===== src/rtl/axi_rw_arbiter.sv =====
// Shares one DDR AXI master between the write and read burst requesters.
// One burst is in flight at a time, followed by a short idle gap. A watchdog aborts hung bursts.
module axi_rw_arbiter #(
  parameter int unsigned PRIO_MODE   = 0,
  parameter int unsigned GAP_CYCLES  = 2,
  parameter int unsigned TIMEOUT_CYC = 4096
) (
  input  logic        ui_clk,
  input  logic        ui_rst,
  input  logic        wr_burst_req,
  input  logic [31:0] wr_burst_addr,
  input  logic [9:0]  wr_burst_len,
  output logic        wr_ready,
  output logic        wr_burst_finish,
  input  logic        rd_burst_req,
  input  logic [31:0] rd_burst_addr,
  input  logic [9:0]  rd_burst_len,
  output logic        rd_ready,
  output logic        rd_burst_finish,
  output logic        m_wr_start,
  output logic [31:0] m_wr_addr,
  output logic [9:0]  m_wr_len,
  input  logic        m_wr_done,
  output logic        m_rd_start,
  output logic [31:0] m_rd_addr,
  output logic [9:0]  m_rd_len,
  input  logic        m_rd_done,
  output logic        busy,
  output logic        err_timeout
);

  localparam int unsigned WD_W  = $clog2(TIMEOUT_CYC);
  localparam int unsigned GAP_W = $clog2(GAP_CYCLES + 1);
  localparam logic [WD_W-1:0]  WD_LAST  = WD_W'(TIMEOUT_CYC - 1);
  localparam logic [WD_W-1:0]  WD_MAX   = {WD_W{1'b1}};
  localparam logic [GAP_W-1:0] GAP_LAST = GAP_W'(GAP_CYCLES - 1);

  typedef enum logic [2:0] {
    S_IDLE,
    S_WR_ISSUE,
    S_WR_WAIT,
    S_RD_ISSUE,
    S_RD_WAIT,
    S_GAP
  } state_t;

  state_t            r_state, w_state;
  logic              r_last_wr, w_last_wr;
  logic [WD_W-1:0]   r_wd_cnt, w_wd_cnt;
  logic [GAP_W-1:0]  r_gap_cnt, w_gap_cnt;
  logic              r_wr_start, w_wr_start;
  logic              r_rd_start, w_rd_start;
  logic              r_wr_fin, w_wr_fin;
  logic              r_rd_fin, w_rd_fin;
  logic              r_err, w_err;
  logic              r_busy, w_busy;
  logic [31:0]       r_wr_addr, w_wr_addr;
  logic [9:0]        r_wr_len, w_wr_len;
  logic [31:0]       r_rd_addr, w_rd_addr;
  logic [9:0]        r_rd_len, w_rd_len;
  logic              w_grant_wr;

  // Write wins a tie in write-priority mode, otherwise the side not granted last time wins.
  assign w_grant_wr = wr_burst_req &&
                      (!rd_burst_req || (PRIO_MODE == 1) || !r_last_wr);

  always_comb begin
    w_state    = r_state;
    w_last_wr  = r_last_wr;
    w_wd_cnt   = r_wd_cnt;
    w_gap_cnt  = r_gap_cnt;
    w_wr_start = 1'b0;
    w_rd_start = 1'b0;
    w_wr_fin   = 1'b0;
    w_rd_fin   = 1'b0;
    w_err      = r_err;
    w_wr_addr  = r_wr_addr;
    w_wr_len   = r_wr_len;
    w_rd_addr  = r_rd_addr;
    w_rd_len   = r_rd_len;

    case (r_state)
      S_IDLE: begin
        if (w_grant_wr) begin
          w_state    = S_WR_ISSUE;
          w_wr_start = 1'b1;
          w_wr_addr  = wr_burst_addr;
          w_wr_len   = wr_burst_len;
          w_last_wr  = 1'b1;
        end else if (rd_burst_req) begin
          w_state    = S_RD_ISSUE;
          w_rd_start = 1'b1;
          w_rd_addr  = rd_burst_addr;
          w_rd_len   = rd_burst_len;
          w_last_wr  = 1'b0;
        end
      end
      S_WR_ISSUE: begin
        w_state  = S_WR_WAIT;
        w_wd_cnt = '0;
      end
      S_RD_ISSUE: begin
        w_state  = S_RD_WAIT;
        w_wd_cnt = '0;
      end
      // A done arriving in the expiry cycle still counts as normal completion.
      S_WR_WAIT, S_RD_WAIT: begin
        if ((r_state == S_WR_WAIT) ? m_wr_done : m_rd_done) begin
          w_wr_fin  = (r_state == S_WR_WAIT);
          w_rd_fin  = (r_state == S_RD_WAIT);
          w_state   = S_GAP;
          w_gap_cnt = '0;
        end else if (r_wd_cnt == WD_LAST) begin
          w_err     = 1'b1;
          w_state   = S_GAP;
          w_gap_cnt = '0;
        end else if (r_wd_cnt != WD_MAX) begin
          w_wd_cnt = r_wd_cnt + WD_W'(1);
        end
      end
      S_GAP: begin
        if (r_gap_cnt == GAP_LAST) begin
          w_state = S_IDLE;
        end else begin
          w_gap_cnt = r_gap_cnt + GAP_W'(1);
        end
      end
      default: w_state = S_IDLE;
    endcase

    w_busy = (w_state != S_IDLE);
  end

  always_ff @(posedge ui_clk) begin
    if (ui_rst) begin
      r_state    <= S_IDLE;
      r_last_wr  <= 1'b0;
      r_wd_cnt   <= '0;
      r_gap_cnt  <= '0;
      r_wr_start <= 1'b0;
      r_rd_start <= 1'b0;
      r_wr_fin   <= 1'b0;
      r_rd_fin   <= 1'b0;
      r_err      <= 1'b0;
      r_busy     <= 1'b0;
      r_wr_addr  <= '0;
      r_wr_len   <= '0;
      r_rd_addr  <= '0;
      r_rd_len   <= '0;
    end else begin
      r_state    <= w_state;
      r_last_wr  <= w_last_wr;
      r_wd_cnt   <= w_wd_cnt;
      r_gap_cnt  <= w_gap_cnt;
      r_wr_start <= w_wr_start;
      r_rd_start <= w_rd_start;
      r_wr_fin   <= w_wr_fin;
      r_rd_fin   <= w_rd_fin;
      r_err      <= w_err;
      r_busy     <= w_busy;
      r_wr_addr  <= w_wr_addr;
      r_wr_len   <= w_wr_len;
      r_rd_addr  <= w_rd_addr;
      r_rd_len   <= w_rd_len;
    end
  end

  assign wr_ready        = (r_state == S_IDLE);
  assign rd_ready        = (r_state == S_IDLE);
  assign wr_burst_finish = r_wr_fin;
  assign rd_burst_finish = r_rd_fin;
  assign m_wr_start      = r_wr_start;
  assign m_wr_addr       = r_wr_addr;
  assign m_wr_len        = r_wr_len;
  assign m_rd_start      = r_rd_start;
  assign m_rd_addr       = r_rd_addr;
  assign m_rd_len        = r_rd_len;
  assign busy            = r_busy;
  assign err_timeout     = r_err;

endmodule


===== config.mk =====
export PLATFORM = sky130hd
export DESIGN_NAME = axi_rw_arbiter
export DESIGN_NICKNAME = d
export VERILOG_FILES = /design/src/rtl/axi_rw_arbiter.sv
export SDC_FILE = /design/constraint.sdc
export NUM_CORES = 1
export LEC_CHECK = 0
export BUFFER_PORTS_ARGS = -buffer_cell sky130_fd_sc_hd__buf_4
export CORE_ASPECT_RATIO = 1.5
export CORE_UTILIZATION = 50
export DETAILED_ROUTE_END_ITERATION = 8
export GPL_TIMING_DRIVEN = 0
export MAX_ROUTING_LAYER = met4
export PLACE_DENSITY = 0.95
export SLEW_MARGIN = 20
export SYNTH_ARGS = -nofsm -noshare
export SYNTH_HDL_FRONTEND = slang
export SYNTH_SLANG_ARGS = --single-unit

===== constraint.sdc =====
create_clock -name ui_clk -period 3.1 [get_ports ui_clk]
set_clock_uncertainty 0.05 [all_clocks]
set_input_delay 0.155 -clock ui_clk [delete_from_list [all_inputs] [get_ports ui_clk]]
set_output_delay 0.155 -clock ui_clk [all_outputs]
set_load 0.01 [all_outputs]

==> results of run 1 <==
[worst max-delay path: cells and delay by family, from the launching register on]
family	cells	cell delay [ns]
and+or+nand+nor	3	0.70
DFF	1	0.30
buffers and inverters	1	0.17
muxes	1	0.33
AOI/OAI and AO/OA	1	0.29
[through the flow]
step	area [sq um]	hold WS [ns]	utilization (%)	total power, mW	setup slack, ns
after floorplan	4110	0.221	-	2.38	1.34
after CTS	5910	0.000674	73.9	4.00	1.14
after global placement	5590	0.337	69.8	2.87	1.21
after global routing	5910	0.00480	73.9	4.19	0.966
final	5910	0.00339	73.9	3.99	1.15
after detailed placement	5590	0.346	69.8	2.92	1.16
[logic make-up (layout without fill, tap and decap cells)]
kind of cell             after synthesis  after routing  share of synthesized area [%]
AND/OR/NAND/NOR                      236            236                           24.9
AO/OA/AOI/OAI                        118            118                           15.5
flip-flops                           108            108                           52.6
buffers and inverters                 40            239                           5.06
multiplexers                           4              4                           1.04
adder cells (fa/ha/maj)                2              2                          0.609
XOR/XNOR                               1              1                          0.213
[layout make-up]
cell class,count,area (sq um)
flip-flops and latches,108,2160
fillers,587,2090
clock buffers,11,253
plain buffers,35,189
inverters,5,18.8
clock inverters,4,31.3
well taps,105,131
repair buffers,184,1390
multi-input cells,361,1740
[sequential cells by signal, summed over array words and instances (netlist names)]
signal / flops
rd_burst_finish: 1
busy: 1
m_rd_start: 1
m_wr_start: 1
m_wr_addr: 32
wr_burst_finish: 1
m_rd_len: 10
r_last_wr: 1
r_wd_cnt: 12
r_state: 3
m_wr_len: 10
m_rd_addr: 32
r_gap_cnt: 2
err_timeout: 1
[what timing repair did]
item / in CTS / in global routing
resized for setup: 0 / 0
endpoints found under the hold margin: 4 / 0
hold buffers: 4 / 0
[metal layers]
metal | wire, um | vias up | GRT usage [%]
met5 | 0 | - | -
met1 | 4440 | 1936 | 28.4
met2 | 6040 | 189 | 50.4
met4 | 493 | 0 | 15.9
met3 | 685 | 44 | 5.16
li1 | - | 2084 | -
[how the worst min path moves through the flow]
stage | cells after the start | end | startpoint
after global routing | 3 | m_rd_addr[14] | rd_burst_addr[14]
after global placement | 2 | r_last_wr | rd_burst_req
after detailed placement | 2 | r_last_wr | rd_burst_req
final | 3 | m_rd_addr[8] | rd_burst_addr[8]
after floorplan | 1 | r_last_wr | rd_burst_req
after CTS | 3 | m_rd_addr[8] | rd_burst_addr[8]
[placed cells by master, fill, tap and decap left out, types with 3 or more instances in the layout]
cell type,n
and4_1,3
buf_2,4
and3_1,4
inv_1,5
clkbuf_1,19
dlygate4sd3_1,4
or3_1,8
a21oi_1,97
nor2_1,16
inv_6,3
o21ai_0,6
buf_4,190
nand3_1,7
dfxtp_1,108
clkbuf_16,9
nand2_1,181
[power by group]
group	total (mW)	switching, mW	internal [mW]	leakage (nW)
registers	1.67	0.0980	1.57	0.880
logic	1.23	0.685	0.547	1.53
clock network	1.09	0.494	0.592	0.143
==> summary.md, run 1 <==
| Metric | Value |
|---|---|
| Syn_nets | 601 |
| Clk slew on worst S/H paths | 0.07 ns |
| Async set-or-reset flop fraction in the synthesized netlist | 0% |
| Root Driver | clkbuf_16 |
| Seq/Total Area, Yosys | 52.6% |
| CTS tree | done |
| First-pass GRT wire length | 18700 um |
| Clock sinks | 108 |
| I/O pin cnt | 182 |
| Clock Latency Late Sink | 0.34 ns |
| WL/cell | 14.3 um |
| R2R cell count | 6 |
| Synth-to-Final Area Change | 44.0% |
| Crit-path slowest cell | or3_1 |
| Fraction of layout cells with a size suffix above 1 | 31.4% |
| Slew headroom | 54.2% |
| Die W | 76.0 um |
| HPWL Detailed | 8710 um |
| Crit path to | busy |
| Critical Path Start | r_state[2] |
| Setup bufs post-CTS | 0 |
| Remaining DRCs | 0 |
| Fin. Hold Viols | 0 |
| Synth Warn # | 0 |
| RD Place Congestion | 0.904 |
| Post-Layout Cell Count | 813 |
| P_leak | 2.55 nW |
| Largest net degree at the start of global routing | 18 |
| CTS H-tree lvls | 3 |
| Syn Area/Cell | 8.07 sq um |
| Post-synth EDFFs | 0 |
| Main synth FF type | dfxtp_1 |
| DR iter-0 viols | 165 |
| Count leader, synth | nand2_1 |
| Status | completed |
| Port bufs | 180 |
| Initial Util | 51.3% |
| Critical Path Start Type | flop |
| Max-slew violation count | 0 |
| GR Overflow Total | 0 |
| Initial antenna violation count | 0 |
| Total wire length | 11700 um |
| Total die area | 8590 sq um |
| Bufs on Longest Clock Path | 2 |
| Min cycle time layout | 1.95 ns |
| ANT nets after route | 0 |
| Crit Path Max Fanout | 9 |
| Hold Path Class | primary input to flop |
| Post-Synthesis Cell Area | 4110 sq um |
| GR Util All Layers | 28.0% |
| CP peak stage delay | 0.35 ns |
| Power Dens Cells | 674 nW/um^2 |
| Number of library cell types mapped by synthesis | 43 |
| Max Freq | 0.512 GHz |
| Leading area contributor after synthesis | dfxtp_1 |
| Worst r2r src | r_state[2] |
| TNS Setup | 0 ns |
| WP data arrival | 2.13 ns |
| Final net count | 796 |
| MaxCap Viol Count | 0 |
| Number of global-route vias before repair | 4159 |
| Core ar. | 8010 sq um |
| Vias per cell | 5.23 |
| Setup CP Type | flop to flop |
| Synth Register Bits | 108 |
| ANT cells | 0 |
| FF-to-FF setup slack | 1.15 ns |
| Cells after DPL | 794 |
| Synth area leaders | dfxtp_1 53%, nand2_1 17%, a21oi_1 12%, buf_4 1.8%, clkbuf_1 1.7% |
| Critical-path cell list | buf_2 -> nor3b_2 -> mux2i_1 -> nand2_1 -> a32o_1 -> or3_1 |
| Post-synth top cells | 181 x nand2_1, 108 x dfxtp_1, 97 x a21oi_1 |
| First-pass DRT Iterations | 4 |
| Peak supply drop | 0.474 mV |
| CTS Buf Count | 9 |
| Worst EP required | 3.27 ns |
| Setup crit end kind | flop |
| Reg2reg end | busy |
| Row count | 40 |
| Tightest Pin Transition | 0.682 ns |
| Tcrit/Tclk final | 63.0% |
| DIE HEIGHT | 113 um |
| Gate count after technology mapping | 509 |
| Final setup fails | 0 |
| Yosys top cell area share | 52.6% |
| Unrepaired setup endpoints after global routing | false |
| Via count | 4253 |
Note: power is estimated with default switching activity, not from simulation.
==> run 2, diff against run 1 <==
--- a/config.mk
+++ b/config.mk
@@ -7,11 +7,11 @@
 export LEC_CHECK = 0
 export BUFFER_PORTS_ARGS = -buffer_cell sky130_fd_sc_hd__buf_4
 export CORE_ASPECT_RATIO = 1.5
-export CORE_UTILIZATION = 50
+export CORE_UTILIZATION = 42
 export DETAILED_ROUTE_END_ITERATION = 8
 export GPL_TIMING_DRIVEN = 0
 export MAX_ROUTING_LAYER = met4
-export PLACE_DENSITY = 0.95
+export PLACE_DENSITY = 0.87
 export SLEW_MARGIN = 20
 export SYNTH_ARGS = -nofsm -noshare
 export SYNTH_HDL_FRONTEND = slang
==> constraint.sdc (replaced) <==
create_clock -name ui_clk -period 1.65 [get_ports ui_clk]
set_clock_uncertainty 0.05 [all_clocks]
set_input_delay 0.0825 -clock ui_clk [delete_from_list [all_inputs] [get_ports ui_clk]]
set_output_delay 0.0825 -clock ui_clk [all_outputs]
set_load 0.01 [all_outputs]
==> run 2 against run 1 <==
Effect of this change:
- the flow now finishes with violations (setup timing)
- largest cell class is now non-clock buffers
- largest power group is now combinational logic
- combinational power rose to 4.1 times the previous value
- via count rose by 37%
- final cell count rose by 17%
- power rose to 2.6 times the previous value
- core utilization rose by 17 points
- routed wire length rose by 110%
- critical path depth rose by 2
- clock-buffer cell count rose by 1
- sequential power rose by 97%
==> summary.md, run 2 (synthesized netlist as in run 1, its figures left out) <==
| Metric | Value |
|---|---|
| Status | finished with violations (was completed) |
| Failing checks | setup timing |
| Initial antenna violation count | 2 (was 0) |
| Via count | 5835 (was 4253) |
| Worst EP required | 1.81 ns (was 3.27 ns) |
| Fraction of layout cells with a size suffix above 1 | 56.1% (was 31.4%) |
| Tcrit/Tclk final | 136% (was 63.0%) |
| Initial Util | 43.9% (was 51.3%) |
| Final setup fails | 102 (was 0) |
| Largest net degree at the start of global routing | 17 (was 18) |
| I/O pin cnt | 182 (unchanged) |
| P_leak | 3.75 nW (was 2.55 nW) |
| Met1 Routed Length | 7690 um (was 4440 um) |
| Slew headroom | 37.3% (was 54.2%) |
| Leading cell type in the layout, fill and taps excluded | buf_4 (unchanged) |
| Max-slew violation count | 0 (unchanged) |
| Bufs on Longest Clock Path | 2 (unchanged) |
| DR iter-0 viols | 678 (was 165) |
| RD Place Congestion | 0.869 (was 0.904) |
| Total die area | 10200 sq um (was 8590 sq um) |
| HPWL Detailed | 8920 um (was 8710 um) |
| Root Driver | clkbuf_16 (unchanged) |
| GR Util All Layers | 37.6% (was 28.0%) |
| Most frequent cells in the layout | 201 x buf_4, 104 x dfxtp_1, 86 x dlygate4sd3_1 (was 190 x buf_4, 181 x nand2_1, 108 x dfxtp_1) |
| WL/cell | 26.3 um (was 14.3 um) |
| ANT nets after route | 0 (unchanged) |
| Power Dens Cells | 1240 nW/um^2 (was 674 nW/um^2) |
| Peak supply drop | 0.924 mV (was 0.474 mV) |
| First-pass GRT wire length | 27300 um (was 18700 um) |
| Critical-path cell list | buf_12 -> or2_4 -> nor2_4 -> and3_4 -> buf_8 -> buf_6 -> nand2_1 -> a21oi_1 (was buf_2 -> nor3b_2 -> mux2i_1 -> nand2_1 -> a32o_1 -> or3_1) |
| WL met2 | 12400 um (was 6040 um) |
| DR top layer | met4 (unchanged) |
| Number of global-route vias before repair | 5532 (was 4159) |
| Hold Path Class | primary input to flop (unchanged) |
| Crit Path Max Fanout | 7 (was 9) |
| Crit path buf inv count | 3 (was 1) |
| Core ar. | 9360 sq um (was 8010 sq um) |
| MaxCap Viol Count | 0 (unchanged) |
| Min cycle time layout | 2.25 ns (was 1.95 ns) |
| CP peak stage delay | 0.38 ns (was 0.35 ns) |
| Port bufs | 180 (unchanged) |
| Critical Path Start Type | flop (unchanged) |
| Clk slew on worst S/H paths | 0.07 ns (about the same) |
| Row count | 43 (was 40) |
| First-pass DRT Iterations | 5 (was 4) |
| Unrepaired setup endpoints after global routing | true (was false) |
| Clock sinks | 108 (unchanged) |
| Clock Latency Late Sink | 0.35 ns (was 0.34 ns) |
| Fin. Hold Viols | 0 (unchanged) |
| TNS Setup | -16.49 ns (was 0 ns) |
| Max Freq | 0.444 GHz (was 0.512 GHz) |
| Synth-to-Final Area Change | 107% (was 44.0%) |
| Finished Cell Area | 8500 sq um (was 5910 sq um) |
| Setup crit end kind | flop (unchanged) |
| Setup CP Type | flop to flop (unchanged) |
| DIE HEIGHT | 123 um (was 113 um) |
| Worst Setup Slack, final | -0.600 ns (was 1.15 ns) |
| Total wire length | 24900 um (was 11700 um) |
| Total power | 10.5 mW (was 3.99 mW) |
| Worst slack at placement | -0.339 ns (was 1.16 ns) |
| CTS H-tree lvls | 3 (unchanged) |
| WP data arrival | 2.41 ns (was 2.13 ns) |
| GR Overflow Total | 0 (unchanged) |
| Routed met3 length | 2460 um (was 685 um) |
| Post-Layout Cell Count | 948 (was 813) |
| Crit-path slowest cell | a21oi_1 (was or3_1) |
| CTS tree | done (unchanged) |
| Die W | 82.7 um (was 76.0 um) |
| CTS Buf Count | 9 (unchanged) |
| Largest delay share family, worst path | simple AND/OR/NAND/NOR gates (unchanged) |
| Remaining DRCs | 0 (unchanged) |
| Vias per cell | 6.16 (was 5.23) |
| DP Area | 5620 sq um (was 5590 sq um) |
| Final net count | 921 (was 796) |
| Cells after DPL | 801 (was 794) |
| Tightest Pin Transition | 0.940 ns (was 0.682 ns) |
==> run 2: changes by cell type in the layout (fill, tap and decap cells not counted), sizes merged <==
| cell | previous run | this run |
|---|---|---|
| clkinvlp | 0 | 1 |
| nand3 | 7 | 8 |
| inv | 8 | 5 |
| dlygate4sd3 | 4 | 86 |
| diode | 0 | 2 |
| buf | 196 | 243 |
| clkbuf | 30 | 26 |
| clkinv | 1 | 3 |
==> run 2: per-stage QoR <==
step | util (%) | hold WS [ns]
final | 90.8 | 0.0788
after floorplan | - | 0.149
after CTS | 79.9 | 0.00141
after global placement | 60.1 | 0.260
after detailed placement | 60.1 | 0.267
after global routing | 90.8 | 0.0710
==> run 2: area by class of cell <==
type	instances	area, sq um
buffer	33	357
antenna	2	5.00
multi-input combinational	362	2740
tap	112	140
inverter	5	18.8
timing repair buffer	310	2770
sequential	108	2180
clock inverter	4	22.5
clock buffer	12	267
fill	277	865
==> run 2: timing repair <==
item / CTS / global route
gates resized for setup: 136 / 243
setup buffers: 17 / 11
hold buffers: 86 / 0
gates cloned: 16 / 2
pin swaps: 45 / 114
hold endpoints to repair: 86 / 0
endpoints found under the setup margin: 100 / 101
==> run 2: path summary, 6_finish.rpt <==
check	start	cells after the start	end	slack, ns
setup / recovery	r_state[0]	8	m_wr_addr[19]	-0.60
hold reg to reg	m_wr_len[7]	2	m_wr_len[7]	0.42
hold / removal	m_rd_done	2	rd_burst_finish	0.08
setup reg to reg	r_state[0]	8	m_wr_addr[19]	-0.60
==> run 2: routing by layer <==
metal	track usage [%]	up-vias
li1	-	2342
met1	34.3	2756
met2	65.5	520
met3	10.8	217
met4	26.1	0
met5	-	-
==> run 2: report_power, final <==
part	internal (mW)	total, mW	switching, mW
clock	1.14	2.20	1.05
combinational	2.42	5.00	2.59
sequential	2.96	3.29	0.332
total	6.52	10.5	3.97
==> run 3, diff against run 2 <==
==> constraint.sdc (replaced) <==
create_clock -name ui_clk -period 1.9 [get_ports ui_clk]
set_clock_uncertainty 0.05 [all_clocks]
set_input_delay 0.095 -clock ui_clk [delete_from_list [all_inputs] [get_ports ui_clk]]
set_output_delay 0.095 -clock ui_clk [all_outputs]
set_load 0.01 [all_outputs]
==> run 3 against run 2 <==
Effect of this change:
- design area decreased by 17%
- final cell count is 3.3% lower
- sequential share of layout area increased by 5.2 points
- the run now ends clean
- core utilization is 16 points lower
- via count down 19%
- register-to-register slack improved by 0.63 ns
==> summary.md, run 3 (synthesized netlist as in run 1, its figures left out) <==
| Metric | Value |
|---|---|
| R2R cell count | 7 (was 8) |
| First-pass GRT wire length | 21000 um (was 27300 um) |
| Die W | 82.7 um (unchanged) |
| Multi-input gate area | 1820 sq um (was 2740 sq um) |
| Setup CP Type | flop to primary output (was flop to flop) |
| HPWL Detailed | 9090 um (was 8920 um) |
| Tightest Pin Transition | 0.712 ns (was 0.940 ns) |
| Reg2reg end | m_wr_addr[0] (was m_wr_addr[19]) |
| Hold Path Class | primary input to flop (unchanged) |
| Vias per cell | 5.18 (was 6.16) |
| Remaining DRCs | 0 (unchanged) |
| CTS tree | done (unchanged) |
| Min cycle time layout | 1.87 ns |
| DR iter-0 viols | 212 (was 678) |
| First-pass DRT Iterations | 4 (was 5) |
| Fraction of layout cells with a size suffix above 1 | 32.5% (was 56.1%) |
| WP data arrival | 1.72 ns (was 2.41 ns) |
| Critical Path Start Type | flop (unchanged) |
| Final net count | 891 (was 921) |
| Peak supply drop | 0.918 mV (was 0.924 mV) |
| WL/cell | 15.9 um (was 26.3 um) |
| Leading cell type in the layout, fill and taps excluded | buf_4 (unchanged) |
| ANT nets after route | 0 (unchanged) |
| I/O pin cnt | 182 (unchanged) |
| Total wire length | 14600 um (was 24900 um) |
| RD Place Congestion | 0.989 (was 0.869) |
| DIE HEIGHT | 123 um (unchanged) |
| Worst EP required | 1.75 ns (was 1.81 ns) |
| Worst r2r src | r_state[2] (was r_state[0]) |
| Final setup fails | 0 (was 102) |
| Worst hold margin | 0.0189 ns (was 0.0788 ns) |
| Total die area | 10200 sq um (unchanged) |
| TNS Setup | 0 ns (was -16.49 ns) |
| Core ar. | 9360 sq um (unchanged) |
| Total power | 7.43 mW (was 10.5 mW) |
| CTS Buf Count | 9 (unchanged) |
| CTS H-tree lvls | 3 (unchanged) |
| Clk slew on worst S/H paths | 0.07 ns (about the same) |
| Power Dens Cells | 1060 nW/um^2 (was 1240 nW/um^2) |
| Sequential Area | 2170 sq um (was 2180 sq um) |
| Via count | 4749 (was 5835) |
| Worst Setup Slack, final | 0.0323 ns (was -0.600 ns) |
| P_leak | 3.02 nW (was 3.75 nW) |
| Cells after DPL | 801 (unchanged) |
| Tcrit/Tclk final | 98.3% |
| Endpoint, Worst Hold | rd_burst_finish (unchanged) |
| Initial antenna violation count | 0 (was 2) |
| MaxCap Viol Count | 0 (unchanged) |
| FF-to-FF setup slack | 0.03 ns (was -0.60 ns) |
| Finished Cell Area | 7040 sq um (was 8500 sq um) |
| Fin. Hold Viols | 0 (unchanged) |
| Port bufs | 180 (unchanged) |
| Clock sinks | 108 (unchanged) |
| DP Area | 5600 sq um (was 5620 sq um) |
| Clock Latency Late Sink | 0.33 ns (was 0.35 ns) |
| Bufs on Longest Clock Path | 2 (unchanged) |
| Root Driver | clkbuf_16 (unchanged) |
| Number of global-route vias before repair | 4685 (was 5532) |
| Row count | 43 (unchanged) |
| GR Util All Layers | 28.3% (was 37.6%) |
| Setup crit end kind | primary output (was flop) |
| Post-Layout Cell Count | 917 (was 948) |
| Max-slew violation count | 0 (unchanged) |
| Worst hold path depth | 2 (unchanged) |
| Crit Path Max Fanout | 9 (was 7) |
| Filler cell count | 591 (was 277) |
| Status | completed (was finished with violations) |
| Worst slack at placement | -0.0972 ns (was -0.339 ns) |
| Synth-to-Final Area Change | 71.3% (was 107%) |
| Slew headroom | 52.2% (was 37.3%) |
| Util after Layout | 75.2% (was 90.8%) |
| Max Freq | 0.535 GHz |
| Initial Util | 43.9% (unchanged) |
| Largest net degree at the start of global routing | 18 (was 17) |
| HP Start | m_rd_done (unchanged) |
| Most frequent cells in the layout | 198 x buf_4, 179 x nand2_1, 105 x dfxtp_1 (was 201 x buf_4, 104 x dfxtp_1, 86 x dlygate4sd3_1) |
| GR Overflow Total | 0 (unchanged) |
[run 3: how the worst max path moves through the flow]
stage	slack, ns	endpoint	cells past startpoint	from
4_1_cts	0.002	m_rd_addr[6]	7	r_state[2]
5_1_grt	-0.03	wr_ready	7	r_state[2]
3_5_place_dp	-0.1	m_wr_len[9]	7	r_state[2]
3_3_place_gp	-0.06	m_wr_addr[31]	7	r_state[2]
6_report	0.03	wr_ready	7	r_state[2]
2_1_floorplan	0.14	r_gap_cnt[0]	7	r_wd_cnt[0]
[run 3: cell type report]
| type | count | area share [%] |
|---|---|---|
| repair buffers | 280 | 32.9 |
| plain buffers | 34 | 3.22 |
| well taps | 112 | 1.99 |
| clock inverters | 6 | 1.58 |
| flip-flops and latches | 108 | 30.8 |
| diodes | 1 | 0.0356 |
| multi-input cells | 361 | 25.8 |
| inverters | 5 | 0.267 |
| clock buffers | 10 | 3.40 |
[run 3: timing repair]
action | 4_1_cts | 5_1_grt
gates resized for setup | 8 | 42
hold buffers | 85 | 0
endpoints found under the hold margin | 85 | 0
cloned | 0 | 2
setup endpoints to repair | 90 | 93
setup buffers | 6 | 7
pin swaps | 2 | 9
[run 3: per-layer routing]
layer	up-vias	global-route usage [%]	share of wire (%)
li1	2277	-	-
met1	2233	25.6	35
met2	189	53.4	56
met3	50	6.05	5.5
met4	0	14.1	4.0
met5	-	-	0
[run 3: worst max-delay path, cell delays in order, from the launching register on]
cell and delay, ns:
dfxtp_1 0.30, buf_4 0.17, or2_4 0.27, nor2_4 0.19, buf_4 0.15, buf_4 0.10
buf_4 0.09, buf_4 0.10
[run 3: where the power goes]
group	switching, mW	leakage [nW]	total (mW)	internal (mW)
clock network	0.801	0.169	2.13	1.32
logic	1.31	1.97	2.56	1.25
registers	0.172	0.882	2.74	2.57
total	2.28	3.02	7.43	5.14
